File: src/rtl/preset_countdown.sv
// Preset countdown: loads a saturated 6-bit preset, decrements it on timebase
// ticks and emits a one-cycle done pulse at expiry. Binary and BCD views are registered.
module preset_countdown #(
  parameter int MAX_COUNT = 59
) (
  input  logic       clk,
  input  logic       reset,
  input  logic       load,
  input  logic [5:0] preset,
  input  logic       tick,
  input  logic       hold,
  output logic [5:0] count,
  output logic [3:0] tens,
  output logic [3:0] units,
  output logic       busy,
  output logic       done
);

  typedef enum logic [1:0] {IDLE, RUN, HOLD, EXPIRE} state_t;

  localparam logic [6:0] LIM = 7'(MAX_COUNT);

  state_t     r_state, w_state_nxt;
  logic [5:0] r_count, w_count_nxt;
  logic [3:0] r_tens, w_tens_nxt;
  logic [3:0] r_units, w_units_nxt;
  logic       r_busy, w_busy_nxt;
  logic       r_done, w_done_nxt;
  logic [5:0] w_load_val;
  logic [7:0] w_load_bcd;

  function automatic logic [5:0] sat_preset(input logic [5:0] p);
    if ({1'b0, p} > LIM) return LIM[5:0];
    return p;
  endfunction

  // Shift-and-add-3 binary to two-digit BCD; 6-bit input never exceeds 63.
  function automatic logic [7:0] to_bcd(input logic [5:0] v);
    logic [13:0] sh;
    sh = {8'd0, v};
    for (int i = 0; i < 6; i++) begin
      if (sh[9:6]   >= 4'd5) sh[9:6]   = sh[9:6]   + 4'd3;
      if (sh[13:10] >= 4'd5) sh[13:10] = sh[13:10] + 4'd3;
      sh = sh << 1;
    end
    return sh[13:6];
  endfunction

  assign w_load_val = sat_preset(preset);
  assign w_load_bcd = to_bcd(w_load_val);

  always_comb begin
    w_state_nxt = r_state;
    w_count_nxt = r_count;
    w_tens_nxt  = r_tens;
    w_units_nxt = r_units;
    w_busy_nxt  = r_busy;
    w_done_nxt  = 1'b0;
    if (load) begin
      // A load overrides tick, hold and any pending expiry in the same cycle.
      w_count_nxt = w_load_val;
      w_tens_nxt  = w_load_bcd[7:4];
      w_units_nxt = w_load_bcd[3:0];
      if (w_load_val != 6'd0) begin
        w_state_nxt = RUN;
        w_busy_nxt  = 1'b1;
      end else begin
        w_state_nxt = EXPIRE;
        w_busy_nxt  = 1'b0;
      end
    end else begin
      unique case (r_state)
        IDLE: begin
          w_busy_nxt = 1'b0;
        end
        RUN: begin
          if (hold) begin
            w_state_nxt = HOLD;
          end else if (tick) begin
            if (r_count == 6'd1) begin
              w_count_nxt = 6'd0;
              w_tens_nxt  = 4'd0;
              w_units_nxt = 4'd0;
              w_busy_nxt  = 1'b0;
              w_done_nxt  = 1'b1;
              w_state_nxt = IDLE;
            end else begin
              w_count_nxt = r_count - 6'd1;
              if (r_units == 4'd0) begin
                w_units_nxt = 4'd9;
                w_tens_nxt  = r_tens - 4'd1;
              end else begin
                w_units_nxt = r_units - 4'd1;
              end
            end
          end
        end
        HOLD: begin
          if (!hold) w_state_nxt = RUN;
        end
        EXPIRE: begin
          w_done_nxt  = 1'b1;
          w_busy_nxt  = 1'b0;
          w_state_nxt = IDLE;
        end
        default: begin
          w_state_nxt = IDLE;
          w_busy_nxt  = 1'b0;
        end
      endcase
    end
  end

  always_ff @(posedge clk or posedge reset) begin
    if (reset) begin
      r_state <= IDLE;
      r_count <= 6'd0;
      r_tens  <= 4'd0;
      r_units <= 4'd0;
      r_busy  <= 1'b0;
      r_done  <= 1'b0;
    end else begin
      r_state <= w_state_nxt;
      r_count <= w_count_nxt;
      r_tens  <= w_tens_nxt;
      r_units <= w_units_nxt;
      r_busy  <= w_busy_nxt;
      r_done  <= w_done_nxt;
    end
  end

  assign count = r_count;
  assign tens  = r_tens;
  assign units = r_units;
  assign busy  = r_busy;
  assign done  = r_done;

endmodule

File: config.mk
export PLATFORM = sky130hd
export DESIGN_NAME = preset_countdown
export DESIGN_NICKNAME = d
export VERILOG_FILES = /design/src/rtl/preset_countdown.sv
export SDC_FILE = /design/constraint.sdc
export NUM_CORES = 1
export LEC_CHECK = 0
export ABC_AREA = 1
export CAP_MARGIN = 20
export CORE_ASPECT_RATIO = 1.5
export CORE_MARGIN = 4
export CORE_UTILIZATION = 37
export DETAILED_ROUTE_END_ITERATION = 16
export PLACE_DENSITY_LB_ADDON = 0.15
export SLEW_MARGIN = 15
export SYNTH_ARGS = -nofsm -noshare
export SYNTH_HDL_FRONTEND = slang
export SYNTH_SLANG_ARGS = --single-unit
File: constraint.sdc
create_clock -name clk -period 2.44 [get_ports clk]
set_input_delay 0.366 -clock clk [delete_from_list [all_inputs] [get_ports clk]]
set_output_delay 0.366 -clock clk [all_outputs]
set_load 0.01 [all_outputs]
# [After elaboration in Yosys (flattened, before gate mapping)]
# Cells that the tools add are included.
[totals] ff_bits=18
[classes] magnitude_cmp=10 n_eq_ne=11 add_sub_neg=12 n_reduce_logical=13 muxes=47
[ops] cell="$mux 4" n=16
[ops] cell="$mux 6" n=7
[ops] cell="$ge 4x3->1 const B" n=7
[ops] cell="$add 4x2->4 const B" n=4
[ops] cell="$mux 3" n=5
[ops] cell="$mux 2" n=6
[ops] cell="$ne 3x3->1 const B" n=4
[ops] cell="$reduce_and 4->1" n=3
[ops] cell="$mux 1" n=10
[ops] cell="$add 3x2->3 const B" n=3
[ops] cell="$ne 4x4->1 const B" n=2
[ops] cell="$sub 4x1->4 const B" n=2
[ops] cell="$eq 6x1->1 const B" n=1
[ops] cell="$gt 6x6->1 const B" n=1
[ops] cell="$pmux 2 s3" n=1
[ops] cell="$reduce_bool 3->1" n=2
[ops] cell="$reduce_bool 6->1" n=1
[ops] cell="$sub 6x1->6 const B" n=1
[ops] cell="$eq 2x2->1 const B" n=2
[ops] cell="$logic_not 4->1" n=1
[ops] cell="$pmux 1 s2" n=2
[ops] cell="$reduce_bool 2->1" n=2
[ops] cell="$reduce_bool 4->1" n=1
[ops] cell="$add 1x2->3 const AB" n=1
[ops] cell="8 further kinds" n=8

# [Depth between registers and ports, before layout]
# Gate-level depths: netlist of run 1.
[logic_depth] word_depth=14 ltp_mapped=20 ltp_nobuf=20

# [Least setup slack after synthesis of run 1]
# Ideal clock, no wire load.
[synth_timing] kind="input -> register" startpoint="in preset[5]" endpoint="reg r_tens[0] (netlist: tens[0])" stages=16 t_arrival_ns=2.112 n_path_buf=2 setup_time_ns=0.135 setup_slack_ns=0.193 cell_sequence="buf_2 > clkbuf_1 > ha_1 > inv_1 > nand3_1 > nand2_1 > inv_1 > ha_1 > nand2_1 > nand3_4 > nand2_4 > nand2_2 > nand2_2 > inv_1 > o211ai_1 > o211ai_1"
[synth_via] elab_chain_len=14
[synth_lines] element="start, declared" line="9" rtl="input logic [5:0] preset,"
[synth_lines] element="$gt 6x6->1" line="33" rtl="if ({1'b0, p} > LIM) return LIM[5:0];"
[synth_lines] element="$mux 1" line="33"
[synth_lines] element="$mux 6 (*)" line="34" rtl="return p;"
[synth_lines] element="$ge 1x3->1 or $add 1x2->3 (tied branches)" line="42" rtl="if (sh[9:6] >= 4'd5) sh[9:6] = sh[9:6] + 4'd3;"
[synth_lines] element="$mux 3" line="42"
[synth_lines] element="$add 4x2->4 or $ge 4x3->1 (tied branches)" line="42"
[synth_lines] element="$mux 4" line="42"
[synth_lines] element="$add 4x2->4 or $ge 4x3->1 (tied branches)" line="42"
[synth_lines] element="$mux 4" line="42"
[synth_lines] element="$ge 4x3->1 or $add 4x2->4 (tied branches)" line="42"
[synth_lines] element="$mux 4" line="42"
[synth_lines] element="$add 4x2->4 or $ge 4x3->1 (tied branches)" line="42"
[synth_lines] element="$mux 4 (*)" line="42"
[synth_lines] element="$mux 4 (*)" line="59" rtl="if (load) begin"
[synth_lines] element="end signal, assigned" line="125" rtl="r_tens <= w_tens_nxt;"
[synth_lines] element="end, declared" line="25" rtl="logic [3:0] r_tens, w_tens_nxt;"
# Mark *: on every way between the ends. The rest lies on a longest branch, timed or not.
# A chain may end at the register's enable or synchronous reset.

# [Worst setup path after layout of run 1]
[layout_timing] startpoint="in preset[4]" endpoint="reg r_tens[0] (netlist: tens[0])"
# The elaborated chain is that of the path after synthesis.

==> impl_metrics.json, run 1 <==
{
  "outcome": "finished, final reports clean",
  "ios": 27,
  "drtPass1Iterations": 4,
  "final_antenna_net_count": 0,
  "skew_ns": 0.002256,
  "hold_class": "flop to flop",
  "grt_pass1_wl_mm": 6.099,
  "synth_area_leaders": "dfrtp_1 (30%), nand2_1 (11%), ha_1 (7.4%), inv_1 (5.9%), nor2_1 (4.0%)",
  "clkPwrFrac": 0.147,
  "avgSynthCellArea_sq_um": 7.476,
  "ys_types": 36,
  "dp.cells": 282,
  "powerDensity_nw_per_um2": 739.9,
  "period_share": 0.9114,
  "p_int_uw": 868.3,
  "worst_pin_slew_ns": 0.7209,
  "cts_buffers": 3,
  "dp_hpwl_mm": 2.897,
  "cts_tree": "yes",
  "drive_above_1_share": 0.2167,
  "fp.dieArea_sq_um": 5212,
  "rsz0062_at_grt": "false",
  "grt_antenna_before_repair": 0,
  "p_sw_uw": 578.6,
  "syn_inst": 203,
  "synth_seq_cells": 18,
  "cp_max_fo": 4,
  "finalWorstSetupSlack_ns": 0.2163,
  "crit_type": "input port to flop",
  "syn_area_sq_um": 1518,
  "p_comb_frac": 0.526,
  "yosysTopAreaCell": "dfrtp_1",
  "cp.arrival_ns": 2.35,
  "synthArstFlopShare": 1.000,
  "setup_viol": 0,
  "synth_edf_count": 0,
  "routed_wl_mm": 3.522,
  "filler_cell_count": 406,
  "drc_errors": 0,
  "core-area_sq_um": 3959,
  "first_global_vias": 1406,
  "synth_flop_cell": "dfrtp_1",
  "slew_violations": 0,
  "wl_per_cell_um": 12.36,
  "die_y_um": 86.44,
  "finalSetupTns_ns": 0,
  "post-place-ws_ns": -0.1490,
  "syn_nets": 223,
  "ir_drop_uv": 445.7,
  "period_minus_slack_ns": 2.224,
  "clock_latency_ns": 0.25,
  "fp-row-count": 28,
  "power_frac_seq": 0.327,
  "nNetsFinal": 262,
  "cts_buffer_depth": 2,
  "leakage_uw": 0.0009282,
  "antenna_cells": 0,
  "synth_top_area_frac": 0.2968,
  "required_ns": 2.57,
  "clockRootBuffer": "clkbuf_8",
  "grt_max_degree": 19,
  "grt_usage": 0.1507,
  "cts_sinks": 18,
  "clk_pin_slew_ns": 0.07,
  "max-slew-margin-rel": 0.5189,
  "fmax_mhz": 449.7,
  "cts_hold_buf": 0,
  "cts.htree.levels": 1,
  "gp_congestion": 0.8130,
  "viasPerCell": 5.039,
  "final_cells": 285,
  "initial_utilization": 0.3834,
  "gr-total-overflow": 0,
  "drv_cap": 0,
  "swShare": 0.3999,
  "yosysSeqAreaShare": 0.2968,
  "vias": 1436,
  "hold_viol": 0,
  "die_w_um": 60.30,
  "place_area_sq_um": 1899,
  "cp-start-kind": "input port",
  "design_area_sq_um": 1956,
  "areaGrowthSynthToFinish_pct": 28.85,
  "crit_path_end_kind": "flop",
  "drtIter0Drc": 34,
  "yosys_warnings": 0,
  "io_buffers": 26
}
-- what timing repair did --
action                                  4_1_cts  5_1_grt
endpoints found under the setup margin        0        4
buffers inserted                              0        0
resized for setup                             0        3
-- worst paths after layout --
check / start / to / slack, ns / cells past startpoint
min in group asynchronous: reset / tens[1]$_DFFE_PP0P_ / 0.53 / 2
worst min-delay path: busy$_DFFE_PP0P_ / busy$_DFFE_PP0P_ / 0.51 / 2
worst min register to register: busy$_DFFE_PP0P_ / busy$_DFFE_PP0P_ / 0.51 / 2
worst max-delay path: preset[4] / tens[0]$_DFFE_PP0P_ / 0.22 / 17
max in group asynchronous: reset / count[4]$_DFFE_PP0P_ / 1.45 / 2
worst max register to register: r_state[1]$_DFFE_PP0P_ / tens[0]$_DFFE_PP0P_ / 0.56 / 10
-- critical path, stage by stage --
cell	delay, ns
clkdlybuf4s50_1	0.43
inv_2	0.09
nand2_4	0.05
ha_4	0.16
inv_1	0.06
nand3_1	0.07
nand2_1	0.07
inv_1	0.06
ha_1	0.21
nand2_2	0.09
nand3_4	0.10
nand2_4	0.10
nand2_2	0.06
nand3_2	0.07
nand2_1	0.07
o211ai_1	0.19
o211ai_1	0.11
-- state kept, by name (all words and copies together), names as in the netlist --
signal	count
count	6
busy	1
r_state	2
done	1
tens	4
units	4
-- metal layers --
layer | wire length, um | global-route usage
met5 | 0 | 0
met4 | 54 | 0.06653
met3 | 108 | 0.01639
met2 | 1802 | 0.2618
met1 | 1557 | 0.1810
-- final cells by class --
class / count / area, sq um / share of cell area
Multi-Input combinational cell: 149 / 937.1 / 0.4792
Sequential cell: 18 / 450.4 / 0.2303
Timing Repair Buffer: 38 / 350.3 / 0.1791
Inverter: 32 / 120.1 / 0.06142
Tap cell: 45 / 56.30 / 0.02879
Clock buffer: 3 / 41.29 / 0.02111
-- cells by family (layout without fill, tap and decap cells) --
logic type / Yosys count / in the layout / synth area share
DFF: 18 / 18 / 0.2968
AOI/OAI and AO/OA: 35 / 35 / 0.1632
xor gates and xnor gates: 6 / 6 / 0.03463
buffers and inverters: 36 / 73 / 0.09563
adders and majority gates: 9 / 9 / 0.07420
and+or+nand+nor: 99 / 99 / 0.3355
-- placed cells by master, fill, tap and decap left out, drive strengths merged --
master         count
o21bai             2
o211ai             4
clkbuf             3
nor2              19
xor2               3
nand3             17
dfrtp             18
ha                 9
nor3               5
o21ai             10
o32ai              1
xnor2              3
a21oi              9
nand2             56
a22oi              1
o22ai              1
or2                1
buf               12
inv               32
o41ai              2
nand4              1
clkdlybuf4s50     26
o221ai             5
-- per-stage QoR --
step           utilization  power [uW]  hold WS, ns
2_1_floorplan            -       963.4       0.3046
3_3_place_gp        0.4798        1244       0.4785
3_5_place_dp        0.4798        1246       0.5053
4_1_cts             0.4902        1462       0.5197
5_1_grt             0.4940        1575       0.5509
6_report            0.4940        1447       0.5123
-- Yosys cell counts, types with 2 or more instances --
| cell | instances |
|---|---|
| nor3_1 | 4 |
| o21ai_0 | 5 |
| buf_2 | 2 |
| inv_1 | 24 |
| a21oi_2 | 2 |
| a21oi_1 | 7 |
| inv_2 | 8 |
| ha_1 | 9 |
| xnor2_1 | 3 |
| o21ai_1 | 4 |
| xor2_1 | 3 |
| nand3_2 | 5 |
| dfrtp_1 | 18 |
| nand3_1 | 11 |
| nand2_1 | 44 |
| o211ai_1 | 3 |
| nand2_4 | 4 |
| o21bai_1 | 2 |
| nor2_2 | 2 |
| nor2_1 | 16 |
| nand2_2 | 8 |
| o221ai_1 | 5 |
-- power by group through the flow --
stage          combinational [uW]  clock [uW]  sequential [uW]
3_5_place_dp                  766           0              481
3_3_place_gp                  764           0              479
5_1_grt                       860         225              490
6_report                      761         212              474
4_1_cts                       770         216              475
2_1_floorplan                 459           0              505
Note: power is estimated with default switching activity, not from simulation.
==> run 2: changes to the inputs <==
SLEW_MARGIN = 5   (was 15)
==> results of run 2 <==
Final layout, timing and power as in run 1 (identical DEF).
==> run 3: changes to the inputs <==
ABC_AREA = default   (was 1)
CTS_CLUSTER_DIAMETER = 60   (was default)
HOLD_SLACK_MARGIN = 0.12   (was default)
==> run 3 against run 2 <==
Synthesized cell count shrank 8.9%. Sequential cell count is the same. Register-to-register slack lost 0.31 ns. Sequential power shrank 14%. Die area grew 1.7%. Worst setup slack lost 0.048 ns. Area after synthesis grew 1.9%. Clock skew grew 0.0015 ns. Sequential share of layout area shrank 2.1 points. First-iteration DRC count grew 100%. Global-route usage grew 1.4 points. Largest power group unchanged.
==> impl_metrics.json, run 3 <==
{
  "wl_per_cell_um": 14.49,
  "max-slew-margin-rel": 0.5233,
  "drtIter0Drc": 68,
  "required_ns": 2.60,
  "period_minus_slack_ns": 2.272,
  "rr_startpoint": "count[1]$_DFFE_PP0P_",
  "ios": 27,
  "syn_nets": 205,
  "worst_pin_slew_ns": 0.7143,
  "crit_path_cell_trace": "clkbuf_2, or2_4, ha_4, and2b_4, a21oi_4, ha_4, nor2b_4, o22ai_4, mux2i_4, a31o_1, a311oi_1",
  "hold_class": "input port to async pin",
  "cts_hold_buf": 0,
  "drc_errors": 0,
  "setup_viol": 0,
  "gr-total-overflow": 0,
  "rsz0062_at_grt": "false",
  "clk_pin_slew_ns": 0.07,
  "synthArstFlopShare": 1.000,
  "powerDensity_nw_per_um2": 546.3,
  "cts_buffer_depth": 2,
  "fp.dieArea_sq_um": 5299,
  "cp-start-kind": "input port",
  "leakage_uw": 0.0009059,
  "synth_top_area_frac": 0.2913,
  "yosysSeqAreaShare": 0.2913,
  "crit_top_cell": "ha_4",
  "r2r_cells": 8,
  "drv_cap": 0,
  "p_comb_frac": 0.443,
  "cp_max_fo": 6,
  "clock_latency_ns": 0.26,
  "ys_types": 53,
  "syn_inst": 185,
  "drive_above_1_share": 0.2402,
  "grt_max_degree": 19,
  "synth_seq_cells": 18,
  "cts_sinks": 18,
  "largest_register_ffs": 6,
  "cts_tree": "yes",
  "ir_drop_uv": 334.4,
  "nNetsFinal": 250,
  "crit_cells": 11,
  "yosys_warnings": 0,
  "crit_path_end_kind": "flop",
  "syn_area_sq_um": 1546,
  "synth_edf_count": 0,
  "filler_cell_count": 388,
  "crit_family": "compound AO/OA/AOI/OAI gates",
  "areaGrowthSynthToFinish_pct": 38.84,
  "first_global_vias": 1522,
  "routed_wl_mm": 3.969,
  "p_int_uw": 771.3,
  "regArea_sq_um": 450.4,
  "synth.most_common_cell": "dfrtp_1",
  "vias": 1497,
  "yosysTopAreaCell": "dfrtp_1",
  "final_cell_mix": "clkdlybuf4s50_1 (23), buf_4 (22), dfrtp_1 (18)",
  "synth_area_leaders": "dfrtp_1 (29%), ha_1 (7.3%), o21ai_0 (5.2%), nand2_1 (3.6%), nor2_1 (3.6%)",
  "antenna_cells": 0,
  "final_common_cell": "clkdlybuf4s50_1",
  "crit_slowest_cell": "or2_4",
  "multi_input_area_sq_um": 1111,
  "finalSetupTns_ns": 0,
  "grt_antenna_before_repair": 0,
  "swShare": 0.3425,
  "slew_violations": 0,
  "crit_type": "input port to flop",
  "final_antenna_net_count": 0,
  "p_total_uw": 1173,
  "synthTopCellsByCount": "dfrtp_1 (18), o21ai_0 (16), nand2_1 (15), nor2_1 (15), inv_1 (12)",
  "cts_buffers": 3,
  "clockRootBuffer": "clkbuf_8",
  "die_w_um": 60.79,
  "skew_ns": 0.003799,
  "synth_flop_cell": "dfrtp_1",
  "fmax_mhz": 440.2,
  "ff2ff_setup_slack_ns": 0.25,
  "drtPass1Iterations": 4,
  "grt_pass1_wl_mm": 6.686,
  "p_sw_uw": 401.7,
  "grt_usage": 0.1643,
  "dp_hpwl_mm": 3.144,
  "hold_viol": 0,
  "critical_path.max_stage_delay_ns": 0.26,
  "core-area_sq_um": 3994,
  "postLayoutCoreUtil": 0.5376,
  "avgSynthCellArea_sq_um": 8.359,
  "viasPerCell": 5.464,
  "period_share": 0.9310,
  "gp_congestion": 0.8372,
  "power_frac_seq": 0.349,
  "outcome": "finished, final reports clean",
  "clkPwrFrac": 0.208,
  "worst-path-buf-inv": 1,
  "fp-row-count": 28,
  "cts.htree.levels": 1,
  "initial_utilization": 0.3872,
  "r2r-end": "r_state[1]$_DFFE_PP0P_",
  "die_y_um": 87.18,
  "io_buffers": 26,
  "cp.arrival_ns": 2.43
}
[run 3: cell types whose count changed in the layout (fill, tap and decap cells not counted), moves of 5 or more]
cell     delta
nand2_1    -28
inv_1      -12
o21ai_0    +11
buf_4      +10
nand3_1     -9
inv_2       -8
nand2_2     -8
nor2b_1     +7
nor3_1      +6
nand3_2     -5
[run 3: how the worst max path moves through the flow]
| stage | from | endpoint | slack, ns |
|---|---|---|---|
| after floorplan | preset[3] | tens[0]$_DFFE_PP0P_ | -0.09 |
| after global placement | preset[3] | tens[0]$_DFFE_PP0P_ | -0.31 |
| after detailed placement | preset[3] | tens[0]$_DFFE_PP0P_ | -0.38 |
| after CTS | preset[4] | tens[0]$_DFFE_PP0P_ | 0.07 |
| after global routing | preset[3] | tens[0]$_DFFE_PP0P_ | 0.09 |
| final | preset[3] | tens[0]$_DFFE_PP0P_ | 0.17 |
[run 3: cell type report]
| cell class | count | area share |
|---|---|---|
| Inverter | 12 | 0.02098 |
| Multi-Input combinational cell | 146 | 0.5175 |
| Timing Repair Buffer | 49 | 0.1999 |
| Sequential cell | 18 | 0.2098 |
| Clock buffer | 4 | 0.02564 |
| Tap cell | 45 | 0.02622 |
[run 3: worst register-to-register path, delay by kind of cell, from the launching register on]
kind	cells	cell delay, ns
buffers and inverters	1	0.09
DFF	1	0.40
and+or+nand+nor	3	0.77
AOI/OAI and AO/OA	2	0.53
muxes	1	0.14
adders and majority gates	1	0.15
[run 3: logic make-up (layout without fill, tap and decap cells)]
kind of cell,after synthesis,after routing,share of synthesized area
mux,8,8,0.05502
simple gates,76,76,0.2824
buf+inv,21,65,0.06715
xor+xnor,4,4,0.02265
flops,18,18,0.2913
fa+ha+maj,9,9,0.07282
compound gates,49,49,0.2088
[run 3: per-layer routing]
layer,track usage,part of all wire,up-vias
met3,0.01632,0.029,7
met2,0.2989,0.54,24
met5,0,0,-
met4,0.06903,0.022,0
met1,0.1870,0.41,706
li1,-,-,760
[run 3: power groups by stage]
stage	combinational, uW	sequential, uW	clock (uW)
after floorplan	278	424	0
after global placement	478	411	0
after detailed placement	487	414	0
after CTS	514	408	252
after global routing	573	418	266
final	519	410	244
[run 3: per-stage QoR]
stage / hold slack [ns] / setup WS [ns] / area, sq um / std cells
floorplan: 0.3046 / -0.09033 / 1623 / 185
global placement: 0.5333 / -0.3069 / 2007 / 266
detailed placement: 0.5421 / -0.3756 / 2007 / 266
CTS: 0.5444 / 0.07025 / 2120 / 271
global route: 0.5735 / 0.08525 / 2147 / 274
finish: 0.5170 / 0.1685 / 2147 / 274
[run 3: what timing repair did]
action / in CTS / in global routing
gates resized for setup: 9 / 7
endpoints found under the hold margin: 0 / 0
endpoints found under the setup margin: 4 / 3
pin swaps: 7 / 7
setup buffers: 1 / 3
